**src/rtl/fifo_rd_drain.sv**
```systemverilog
`default_nettype none
// ============================================================================
// Module      : fifo_rd_drain
// Description : Read-side drain engine for a FIFO. Issues read strobes while
//               the FIFO is non-empty and there is room downstream, absorbs
//               the FIFO's one-cycle registered read latency, and presents the
//               words on a valid/ready stream through a small circular output
//               buffer. Also provides a synchronous flush and a count of
//               words delivered downstream.
//
// Ports       : clk_rd        read-domain clock, rising edge
//               rst           synchronous reset, active-high
//               fifo_empty    FIFO empty flag (clk_rd domain)
//               fifo_r_valid  read strobe to FIFO (combinational)
//               fifo_r_data   FIFO read data, valid the cycle after a strobe
//               m_valid       stream word available
//               m_ready       downstream ready
//               m_data        stream word (head of output buffer)
//               flush         synchronous discard of buffered/in-flight words
//               busy          buffer non-empty or a read in flight
//               words_out     words accepted downstream (wraps)
//
// Revision    : 1.0 - initial release
// ============================================================================
module fifo_rd_drain #(
    parameter int DATA_WIDTH = 8,
    parameter int OUT_DEPTH  = 2,
    parameter int CNT_WIDTH  = 16
) (
    input  logic                  clk_rd,
    input  logic                  rst,
    input  logic                  fifo_empty,
    output logic                  fifo_r_valid,
    input  logic [DATA_WIDTH-1:0] fifo_r_data,
    output logic                  m_valid,
    input  logic                  m_ready,
    output logic [DATA_WIDTH-1:0] m_data,
    input  logic                  flush,
    output logic                  busy,
    output logic [CNT_WIDTH-1:0]  words_out
);

    // Pointer width covers indices 0..OUT_DEPTH-1; the occupancy width has
    // one spare bit so count + inflight never overflows before the compare.
    localparam int c_PTR_W = $clog2(OUT_DEPTH);
    localparam int c_OCC_W = $clog2(OUT_DEPTH + 1) + 1;

    localparam logic [c_OCC_W-1:0] c_DEPTH    = c_OCC_W'(OUT_DEPTH);
    localparam logic [c_PTR_W-1:0] c_LAST_PTR = c_PTR_W'(OUT_DEPTH - 1);

    // ------------------------------------------------------------------------
    // State
    // ------------------------------------------------------------------------
    logic [DATA_WIDTH-1:0] r_mem [OUT_DEPTH];
    logic [c_PTR_W-1:0]    r_wr_ptr;
    logic [c_PTR_W-1:0]    r_rd_ptr;
    logic [c_OCC_W-1:0]    r_count;
    logic                  r_inflight;
    logic                  r_discard;
    logic [CNT_WIDTH-1:0]  r_words_out;

    logic                  w_pop;
    logic                  w_accept;
    logic                  w_write;
    logic [c_OCC_W-1:0]    w_occ;

    // Pointers wrap explicitly so non-power-of-two depths (3) work.
    function automatic logic [c_PTR_W-1:0] f_next_ptr(input logic [c_PTR_W-1:0] p);
        return (p == c_LAST_PTR) ? '0 : p + c_PTR_W'(1);
    endfunction

    // ------------------------------------------------------------------------
    // Read issue
    // ------------------------------------------------------------------------
    assign w_pop = m_valid && m_ready;

    // Occupancy after this edge if no new read were issued: buffered words
    // plus the word returning this cycle, minus the word leaving downstream.
    // Issuing only while this is below OUT_DEPTH guarantees that every word
    // in flight has a buffer slot by the time it lands.
    assign w_occ = r_count + c_OCC_W'(r_inflight) - c_OCC_W'(w_pop);

    assign fifo_r_valid = !rst && !flush && !fifo_empty && (w_occ < c_DEPTH);
    assign w_accept     = fifo_r_valid && !fifo_empty;

    // The returning word is stored unless it belongs to a flushed request.
    assign w_write = r_inflight && !r_discard;

    // ------------------------------------------------------------------------
    // Outputs
    // ------------------------------------------------------------------------
    assign m_valid   = (r_count != '0);
    assign m_data    = r_mem[r_rd_ptr];
    assign busy      = (r_count != '0) || r_inflight;
    assign words_out = r_words_out;

    // ------------------------------------------------------------------------
    // Sequential logic
    // ------------------------------------------------------------------------
    always_ff @(posedge clk_rd) begin
        if (rst) begin
            for (int i = 0; i < OUT_DEPTH; i++) begin
                r_mem[i] <= '0;
            end
            r_wr_ptr    <= '0;
            r_rd_ptr    <= '0;
            r_count     <= '0;
            r_inflight  <= 1'b0;
            r_discard   <= 1'b0;
            r_words_out <= '0;
        end else if (flush) begin
            // Buffer is emptied; a word returning this very cycle is simply
            // not written. No read is issued during flush, so nothing new is
            // in flight afterwards. No pop is counted.
            r_wr_ptr   <= '0;
            r_rd_ptr   <= '0;
            r_count    <= '0;
            r_inflight <= w_accept;
            r_discard  <= r_inflight;
        end else begin
            r_inflight <= w_accept;
            // The flushed word returned during the flush cycle, so the
            // discard marker only has to cover the cycle that follows it.
            r_discard  <= 1'b0;

            if (w_write) begin
                r_mem[r_wr_ptr] <= fifo_r_data;
                r_wr_ptr        <= f_next_ptr(r_wr_ptr);
            end

            if (w_pop) begin
                r_rd_ptr    <= f_next_ptr(r_rd_ptr);
                r_words_out <= r_words_out + CNT_WIDTH'(1);
            end

            // Simultaneous write and pop leaves the count unchanged.
            case ({w_write, w_pop})
                2'b10:   r_count <= r_count + c_OCC_W'(1);
                2'b01:   r_count <= r_count - c_OCC_W'(1);
                default: r_count <= r_count;
            endcase
        end
    end

endmodule
`default_nettype wire
```
**config.mk**
```make
export PLATFORM = sky130hd
export DESIGN_NAME = fifo_rd_drain
export DESIGN_NICKNAME = d
export VERILOG_FILES = /design/src/rtl/fifo_rd_drain.sv
export SDC_FILE = /design/constraint.sdc
export NUM_CORES = 1
export LEC_CHECK = 0
export CORE_MARGIN = 2
export CORE_UTILIZATION = 50
export DETAILED_ROUTE_END_ITERATION = 6
export GPL_ROUTABILITY_DRIVEN = 0
export GPL_TIMING_DRIVEN = 0
export PLACE_DENSITY = 0.79
export RECOVER_POWER = 100
export SYNTH_ARGS = -nofsm -noshare
export SYNTH_HDL_FRONTEND = slang
export SYNTH_SLANG_ARGS = --single-unit
```
**constraint.sdc**
```tcl
create_clock -name clk_rd -period 2.75 [get_ports clk_rd]
set_input_delay 0.275 -clock clk_rd [delete_from_list [all_inputs] [get_ports clk_rd]]
set_output_delay 0.275 -clock clk_rd [all_outputs]
set_load 0.05 [all_outputs]
```
==> results of run 1 <==
final timing paths:
kind	slack, ns	end
setup reg to reg	0.70	r_count[2]
hold reg to reg	0.48	r_wr_ptr
setup / recovery	0.11	fifo_r_valid
hold / removal	0.48	r_wr_ptr
worst reg2reg max path, delay by kind of cell (launching register included):
| family | cells | cell delay (ns) |
|---|---|---|
| xor gates and xnor gates | 1 | 0.15 |
| DFF | 1 | 0.47 |
| and+or+nand+nor | 1 | 0.30 |
| AOI/OAI and AO/OA | 2 | 0.26 |
| buffers and inverters | 3 | 0.25 |
| adders and majority gates | 2 | 0.54 |
where the power goes:
group / leakage [nW] / internal, mW / switching, mW
Sequential: 0.360 / 0.626 / 0.00515
Clock: 0.0541 / 0.268 / 0.208
Combinational: 0.507 / 0.0457 / 0.0663
Total: 0.921 / 0.940 / 0.279
through the flow:
stage / TNS (ns) / worst slack [ns] / cells / power (mW) / utilization, %
floorplan: 0 / 0.0300 / 181 / 0.710 / -
global placement: -1.52 / -0.702 / 268 / 0.756 / 64.1
detailed placement: -1.49 / -0.723 / 268 / 0.758 / 64.1
CTS: 0 / 0.0296 / 277 / 1.24 / 67.8
global route: 0 / 0.00918 / 279 / 1.26 / 68.8
finish: 0 / 0.107 / 279 / 1.22 / 68.8
layout by cell type, fill, tap and decap left out, drive strengths merged, types with 4 or more instances in the layout:
cell type,synthesis,routed
dlygate4sd3,0,27
dfxtp,24,24
nor2,17,17
and2,17,17
edfxtp,16,16
a21oi,11,11
clkdlybuf4s50,0,11
clkbuf,6,11
nand2,10,10
mux2,10,10
inv,9,9
xnor2,8,8
or3,5,5
nand3,5,5
xor2,4,4
or2,4,4
nor3,4,4
o21ai,4,4
nor4,4,4
o31ai,4,4
buf,0,4
layout make-up:
cell class	count	share of cell area, %
sequential	40	38.6
buffer	6	1.35
multi-input combinational	126	35.4
inverter	9	1.35
tap	48	2.40
timing repair buffer	42	16.4
clock inverter	3	1.70
clock buffer	5	2.75
sequential cells by signal (all words and copies together) (netlist names), named ones only:
register,flops
r_mem,16
r_count,3
r_discard,1
r_inflight,1
words_out,16
r_wr_ptr,1
r_rd_ptr,1
metal layers:
metal,wire (um),vias up
met5,0,-
met4,45,0
met3,221,6
met2,1880,39
met1,1580,683
li1,-,730
cell families (layout without fill, tap and decap cells):
| logic type | Yosys count | count (layout) | share of synthesized area (%) |
|---|---|---|---|
| mux | 10 | 10 | 6.04 |
| buf+inv | 15 | 65 | 3.09 |
| xor+xnor | 12 | 12 | 5.64 |
| simple gates | 79 | 79 | 23.5 |
| compound gates | 21 | 21 | 6.71 |
| fa+ha+maj | 4 | 4 | 3.49 |
| flops | 40 | 40 | 51.5 |
repair_timing:
item | in CTS | in global routing
resized for setup | 10 | 6
buffers inserted | 1 | 2
setup endpoints to repair | 1 | 1
pin swaps | 1 | 1
==> impl_metrics.toml, run 1 <==
[status]
outcome = "completed"

[detailed_routing]
drcViolationCount = 0
routedWlPerCell_um = 13.3
firstDrtPassIters = 4
totalWireLength_mm = 3.72
drt_iter0_drc = 68
via_per_inst = 5.23
drtAntennaViolNets = 0
dr_total_vias = 1458

[die]
chipHeight_um = 65.1
placementRows = 22
die_w_um = 65.1
core-area_sq_um = 3630
die_area_sq_um = 4230
pin_count = 40
initial_core_util_pct = 51.3

[global_routing]
grt_max_degree = 14
grt_overflow = 0
grt_pass1_vias = 1410
grt_util_met2_pct = 32.9
antenna_found_initial = 0
use_met1_pct = 24.2
grtUsageMet3_pct = 6.42
grt_pass1_wl_mm = 6.42
grt_usage_pct = 20.0
busiest_layer = "met2"

[min_path]
holdPathStages = 2
hold_path.class = "flop to flop"
worstHoldStart = "r_wr_ptr"

[worst_setup_path]
slowest_stage = "fa_1"
ff2ff_path_depth = 9
cpPeakStageDelay_ns = 0.43
r2r_start = "r_count[2]"
cp-start-kind = "flop"
crit_top_cell = "xnor2_2"
crit_start = "r_count[1]"
worstPathMaxFanout = 7
critPathKind = "flop to output pin"
crit_required_ns = 2.48
crit_cells = 8
crit_family = "adder cells"
arrival_ns = 2.37
crit_chain = "o31ai_4, buf_8, nor2_1, fa_1, xnor2_2, xnor2_2, nor4b_4, buf_6"
endpoint_kind = "output pin"
critPathBufInv = 2

[sta]
max_freq_ghz = 0.378
skew_ns = 0.00494
period_share_pct = 96.1
final_max_slew_viol_count = 0
worst_slew_pin_slew_ns = 0.833
min_period_ns = 2.64
slew_headroom_pct = 44.0
hold_violations = 0
setup_viol = 0
rsz0062_at_grt = "no"
holdWs_ns = 0.479

[logic_synthesis]
ys_warn_count = 0
ys.flop_type = "dfxtp_1"
synthArstFlopShare_pct = 0
synth-seq-cells = 40
synth_edf_count = 16
synth_seq_area_share_pct = 51.5
syn-num-nets = 198
ys_types = 30
synth_area_leaders = "dfxtp_1 (26%), edfxtp_1 (26%), mux2_2 (6.0%), and2_1 (5.7%), xnor2_1 (3.8%)"
synth_common_cells = "dfxtp_1 (24), and2_1 (17), nor2_1 (17)"
yosysTopAreaCellShare_pct = 25.8
synthCells = 181
synth_most_common_cell = "dfxtp_1"
avgSynthCellArea_sq_um = 10.3
syn_area_sq_um = 1860
synth_largest_area_cell = "dfxtp_1"

[clock_network]
cts_inserted_buffers = 5
postCtsHoldBufs = 0
root_buffer = "clkbuf_8"
clkLatencyLatePin_ns = 0.30
clk_pin_slew_worst_paths_ns = 0.08
cts.sinks = 40
cts_tree = "done"
htreeDepth = 2
max-clock-path-buffers = 2

[placement]
dp_hpwl_mm = 2.54
placed_area_sq_um = 2330
portBuffers = 39

[cells_and_area]
num-fill-cells = 286
drive_gt1_share_pct = 13.9
antenna_cells = 0
multi_input_area_sq_um = 885
finalNetCount = 247
seq_area_sq_um = 965
syn_to_final_growth_pct = 34.0
design_area_sq_um = 2500

[power_and_ir_drop]
powerDensity_nw_per_um2 = 488
leakage_nw = 0.921
peakVddDrop_mv = 0.344

[run]
drv_cap = 0
Power figures use the tool's default switching activity.
==> run 2: changes to the inputs <==
--- a/config.mk
+++ b/config.mk
@@ -5,12 +5,12 @@
 export SDC_FILE = /design/constraint.sdc
 export NUM_CORES = 1
 export LEC_CHECK = 0
+export CAP_MARGIN = 10
 export CORE_MARGIN = 2
-export CORE_UTILIZATION = 50
+export CORE_UTILIZATION = 26
 export DETAILED_ROUTE_END_ITERATION = 6
 export GPL_ROUTABILITY_DRIVEN = 0
 export GPL_TIMING_DRIVEN = 0
-export PLACE_DENSITY = 0.79
 export RECOVER_POWER = 100
 export SYNTH_ARGS = -nofsm -noshare
 export SYNTH_HDL_FRONTEND = slang
==> impl_metrics.toml, run 2 (synthesized netlist as in run 1, its figures left out) <==
[detailed_routing]
routedWlPerCell_um = 12.1
drcViolationCount = 0
via_per_inst = 4.38
firstDrtPassIters = 4
drtAntennaViolNets = 0
dr_total_vias = 1423
drt_iter0_drc = 40
totalWireLength_mm = 3.92

[cells_and_area]
finalNetCount = 245
num-fill-cells = 717
syn_to_final_growth_pct = 35.2
layout_common_cells = "dlygate4sd3_1 (27), dfxtp_1 (23), nor2_1 (17), and2_0 (16), edfxtp_1 (16)"
final_common_cell = "dlygate4sd3_1"
finalNonFillerCells = 325
antenna_cells = 0
drive_gt1_share_pct = 11.8

[min_path]
worstHoldEndpoint = "r_wr_ptr"
hold_path.class = "flop to flop"
holdPathStages = 2
worstHoldStart = "r_wr_ptr"

[worst_setup_path]
critPathBufInv = 2
r2r_start = "r_count[1]"
crit_family = "adder cells"
cp-start-kind = "flop"
worstPathMaxFanout = 10
crit_chain = "o31ai_4, buf_6, nor2_1, fa_1, xnor2_1, xnor2_1, nor4b_4, buf_6"
slowest_stage = "fa_1"
cpPeakStageDelay_ns = 0.41
ff2ff_path_depth = 9
rrSetupSlack_ns = 0.66
endpoint_kind = "output pin"
arrival_ns = 2.34
r2r-end = "r_count[2]"
crit_required_ns = 2.48
critPathKind = "flop to output pin"

[clock_network]
clkLatencyLatePin_ns = 0.29
cts_tree = "done"
htreeDepth = 2
cts_inserted_buffers = 5
clk_pin_slew_worst_paths_ns = 0.09
cts.sinks = 40
max-clock-path-buffers = 2
root_buffer = "clkbuf_8"

[power_and_ir_drop]
p_int_uw = 944
seqPwrFrac_pct = 51.1
leakage_nw = 0.901
sw_frac_of_total_pct = 23.6
peakVddDrop_mv = 0.237
p_switching_uw = 292
powerDensity_nw_per_um2 = 491
p_clk_share_pct = 39.9
combinationalPowerShare_pct = 9.0

[sta]
worst_slew_pin_slew_ns = 0.826
period_share_pct = 95.1
max_freq_ghz = 0.382
rsz0062_at_grt = "no"
skew_ns = 0.00897
setup_viol = 0
slew_headroom_pct = 44.5
hold_violations = 0
final_max_slew_viol_count = 0
holdWs_ns = 0.487
min_period_ns = 2.62

[global_routing]
antenna_found_initial = 0
grt_pass1_vias = 1390
grt_pass1_wl_mm = 6.34
grt_usage_pct = 10.6
grt_overflow = 0
grt_max_degree = 15

[status]
outcome = "completed"

[die]
chipHeight_um = 88.7
initial_core_util_pct = 27.1
die_w_um = 88.7
pin_count = 40
placementRows = 30
die_area_sq_um = 7860
core-area_sq_um = 6870

[run]
drv_cap = 0

[placement]
portBuffers = 39
numPlacedInstances = 316
dp_hpwl_mm = 2.79
[run 2: cell count changes in the layout (fill, tap and decap cells not counted)]
cell,previous run,this run
buf_6,1,2
clkinv_2,1,0
dfxtp_2,0,1
nor4_1,3,4
nor4_2,1,0
buf_4,2,0
inv_6,0,1
xnor2_2,2,0
xnor2_1,6,8
buf_8,1,0
dfxtp_4,1,0
[run 2: worst max-delay path by stage]
stage               slack [ns]            to        from  cells past startpoint
CTS                     0.0004  fifo_r_valid  r_count[0]                      8
detailed placement       -0.75  fifo_r_valid     m_ready                      9
global route             0.004  fifo_r_valid  r_count[2]                      8
floorplan                 0.03  fifo_r_valid  r_count[1]                      7
global placement         -0.76  fifo_r_valid     m_ready                      9
finish                    0.13  fifo_r_valid  r_count[2]                      8
[run 2: power groups by stage]
stage / Combinational, mW / Clock (mW) / Sequential (mW)
after CTS: 0.115 / 0.512 / 0.632
after global placement: 0.112 / 0 / 0.645
after floorplan: 0.0659 / 0 / 0.645
final: 0.111 / 0.494 / 0.632
after global routing: 0.119 / 0.543 / 0.633
after detailed placement: 0.113 / 0 / 0.645
[run 2: per-layer routing]
metal  global-route usage, %  vias to the layer above  wire length (um)
li1                        -                      720                 -
met3                    2.80                        7               215
met5                       0                        -                 0
met2                    17.6                       36              1830
met4                    3.31                        0                43
met1                    13.5                      660              1830
[run 2: through the flow]
| step | TNS, ns | setup WS, ns | cell area (sq um) | power [mW] | util (%) |
|---|---|---|---|---|---|
| floorplan | 0 | 0.0300 | 1880 | 0.710 | - |
| global placement | -1.75 | -0.762 | 2390 | 0.757 | 34.8 |
| detailed placement | -2.14 | -0.748 | 2390 | 0.759 | 34.8 |
| CTS | 0 | 0.000430 | 2520 | 1.26 | 36.7 |
| global route | 0 | 0.00369 | 2520 | 1.29 | 36.7 |
| finish | 0 | 0.135 | 2520 | 1.24 | 36.7 |
[run 2: final cells by class]
class	count	area (sq um)	area share, %
tap	96	120	4.77
timing repair buffer	40	395	15.7
multi-input combinational	126	863	34.3
buffer	6	30.0	1.19
clock buffer	5	68.8	2.73
inverter	9	33.8	1.34
sequential	40	962	38.2
clock inverter	3	46.3	1.84
[run 2: repair_timing]
| action | in CTS | in global routing |
|---|---|---|
| setup buffers | 1 | 0 |
| cloned | 0 | 0 |
| gates resized for setup | 9 | 4 |
| hold buffers | 0 | 0 |
| setup endpoints to repair | 1 | 1 |
| pin swaps | 1 | 0 |
[run 2: worst reg2reg max path: stages, from the launching register on]
cell and delay (ns):
dfxtp_1 0.50, o31ai_4 0.10, buf_6 0.15, inv_1 0.05
ha_1 0.19, inv_1 0.06, fa_1 0.37, xor2_1 0.15
or3_1 0.30, a21oi_1 0.14
==> run 3: changes to the inputs <==
--- a/config.mk
+++ b/config.mk
@@ -6,11 +6,13 @@
 export NUM_CORES = 1
 export LEC_CHECK = 0
 export CAP_MARGIN = 10
-export CORE_MARGIN = 2
-export CORE_UTILIZATION = 26
+export CELL_PAD_IN_SITES_DETAIL_PLACEMENT = 2
+export CELL_PAD_IN_SITES_GLOBAL_PLACEMENT = 2
+export CORE_UTILIZATION = 31
 export DETAILED_ROUTE_END_ITERATION = 6
 export GPL_ROUTABILITY_DRIVEN = 0
 export GPL_TIMING_DRIVEN = 0
+export PLACE_DENSITY_LB_ADDON = 0.1
 export RECOVER_POWER = 100
 export SYNTH_ARGS = -nofsm -noshare
 export SYNTH_HDL_FRONTEND = slang
==> impl_metrics.toml, run 3 (synthesized netlist as in run 1, its figures left out) <==
[sta]
max_freq_ghz = 0.370
min_period_ns = 2.71
tns_ns = 0
hold_violations = 0
worst_slew_pin_slew_ns = 0.960
period_share_pct = 98.4
rsz0062_at_grt = "yes"
skew_ns = 0.00452
slew_headroom_pct = 35.5
final_max_slew_viol_count = 0
setup_viol = 0

[clock_network]
htreeDepth = 2
clk_pin_slew_worst_paths_ns = 0.08
root_buffer = "clkbuf_8"
cts_inserted_buffers = 5
cts_tree = "done"
postCtsHoldBufs = 0
max-clock-path-buffers = 2
cts.sinks = 40
clkLatencyLatePin_ns = 0.29

[placement]
placed_area_sq_um = 2360
portBuffers = 39
dp_hpwl_mm = 3.70

[cells_and_area]
num-fill-cells = 598
layout_common_cells = "clkdlybuf4s50_1 (38), dfxtp_1 (22), nor2_1 (17), and2_1 (17), edfxtp_1 (16)"
drive_gt1_share_pct = 16.3
syn_to_final_growth_pct = 36.8
seq_area_sq_um = 966
multi_input_area_sq_um = 887
antenna_cells = 0
final_common_cell = "clkdlybuf4s50_1"
post-route-util_pct = 45.2
design_area_sq_um = 2550
finalNetCount = 249

[global_routing]
grt_overflow = 0
antenna_found_initial = 0
grt_usage_pct = 17.6
grt_max_degree = 14
grt_pass1_vias = 1671
grt_pass1_wl_mm = 8.41

[worst_setup_path]
endpoint_kind = "output pin"
crit_top_cell = "xnor2_2"
crit_chain = "o31ai_4, clkbuf_8, nor2_1, fa_2, xnor2_2, xnor2_2, nor4b_4, buf_6"
arrival_ns = 2.43
cpPeakStageDelay_ns = 0.38
critPathBufInv = 2
slowest_stage = "fa_2"
critPathKind = "flop to output pin"
crit_required_ns = 2.48
crit_family = "buffers and inverters"
worstPathMaxFanout = 5
cp-start-kind = "flop"

[power_and_ir_drop]
powerDensity_nw_per_um2 = 487
peakVddDrop_mv = 0.217
power_mw = 1.24
leakage_nw = 0.879

[detailed_routing]
drt_iter0_drc = 40
totalWireLength_mm = 5.15
via_per_inst = 4.86
drtAntennaViolNets = 0
drcViolationCount = 0
firstDrtPassIters = 3
dr_total_vias = 1482
routedWlPerCell_um = 16.9

[run]
drv_cap = 0

[die]
core-area_sq_um = 5640
pin_count = 40
die_w_um = 79.6
chipHeight_um = 79.6
die_area_sq_um = 6330
placementRows = 27
initial_core_util_pct = 33.0

[min_path]
hold_path.class = "flop to flop"

[status]
outcome = "completed"
## run 3: cell types whose count changed in the layout (fill, tap and decap cells not counted), moves of 2 or more
cell | before | now
xnor2_2 | 0 | 2
clkdlybuf4s50_1 | 11 | 38
buf_4 | 0 | 5
dlygate4sd3_1 | 27 | 0
and2_1 | 1 | 17
and2_0 | 16 | 0
clkbuf_1 | 6 | 4
xnor2_1 | 8 | 6
## run 3: tightest hold or removal path, delay by kind of cell, from the launching register on
kind            cells  cell delay, ns
compound gates      1            0.05
flops               1            0.33
simple gates        1            0.06
## run 3: area by class of cell
cell class                      count  share of cell area (%)
Inverter                            9                    1.32
Timing Repair Buffer               44                    16.8
Clock buffer                        5                    2.70
Sequential cell                    40                    37.9
Clock inverter                      3                    1.67
Multi-Input combinational cell    126                    34.8
Tap cell                           72                    3.53
Buffer                              6                    1.32
## run 3: through the flow
step | hold slack [ns] | setup slack, ns | std cells
2_1_floorplan | 0.352 | 0.0300 | 181
3_3_place_gp | 0.455 | -0.764 | 292
3_5_place_dp | 0.490 | -0.887 | 292
4_1_cts | 0.501 | 0.00513 | 303
5_1_grt | 0.517 | -0.0696 | 305
6_report | 0.492 | 0.0447 | 305
## run 3: layer usage
layer  vias up  wire length (um)  GRT usage, %
li1        728                 -             -
met1       727              2160          19.2
met2        22              2830          33.5
met3         5               107          3.66
met4         0                48          5.82
met5         -                 0             0
## run 3: final timing paths
kind	endpoint	slack (ns)	start	depth (start not counted)
worst min register to register	r_wr_ptr	0.49	r_wr_ptr	2
worst max register to register	r_count[2]	0.51	r_count[2]	10
worst max-delay path	fifo_r_valid	0.04	r_count[0]	8
worst min-delay path	r_wr_ptr	0.49	r_wr_ptr	2
## run 3: power breakdown
part,internal [mW],switching [mW]
combinational,0.0496,0.0707
clock,0.269,0.221
sequential,0.626,0.00548
total,0.944,0.297
## run 3: what timing repair did
action / 4_1_cts / 5_1_grt
setup endpoints to repair: 1 / 1
gates resized for setup: 12 / 5
buffers inserted: 3 / 2
pin swaps: 1 / 2
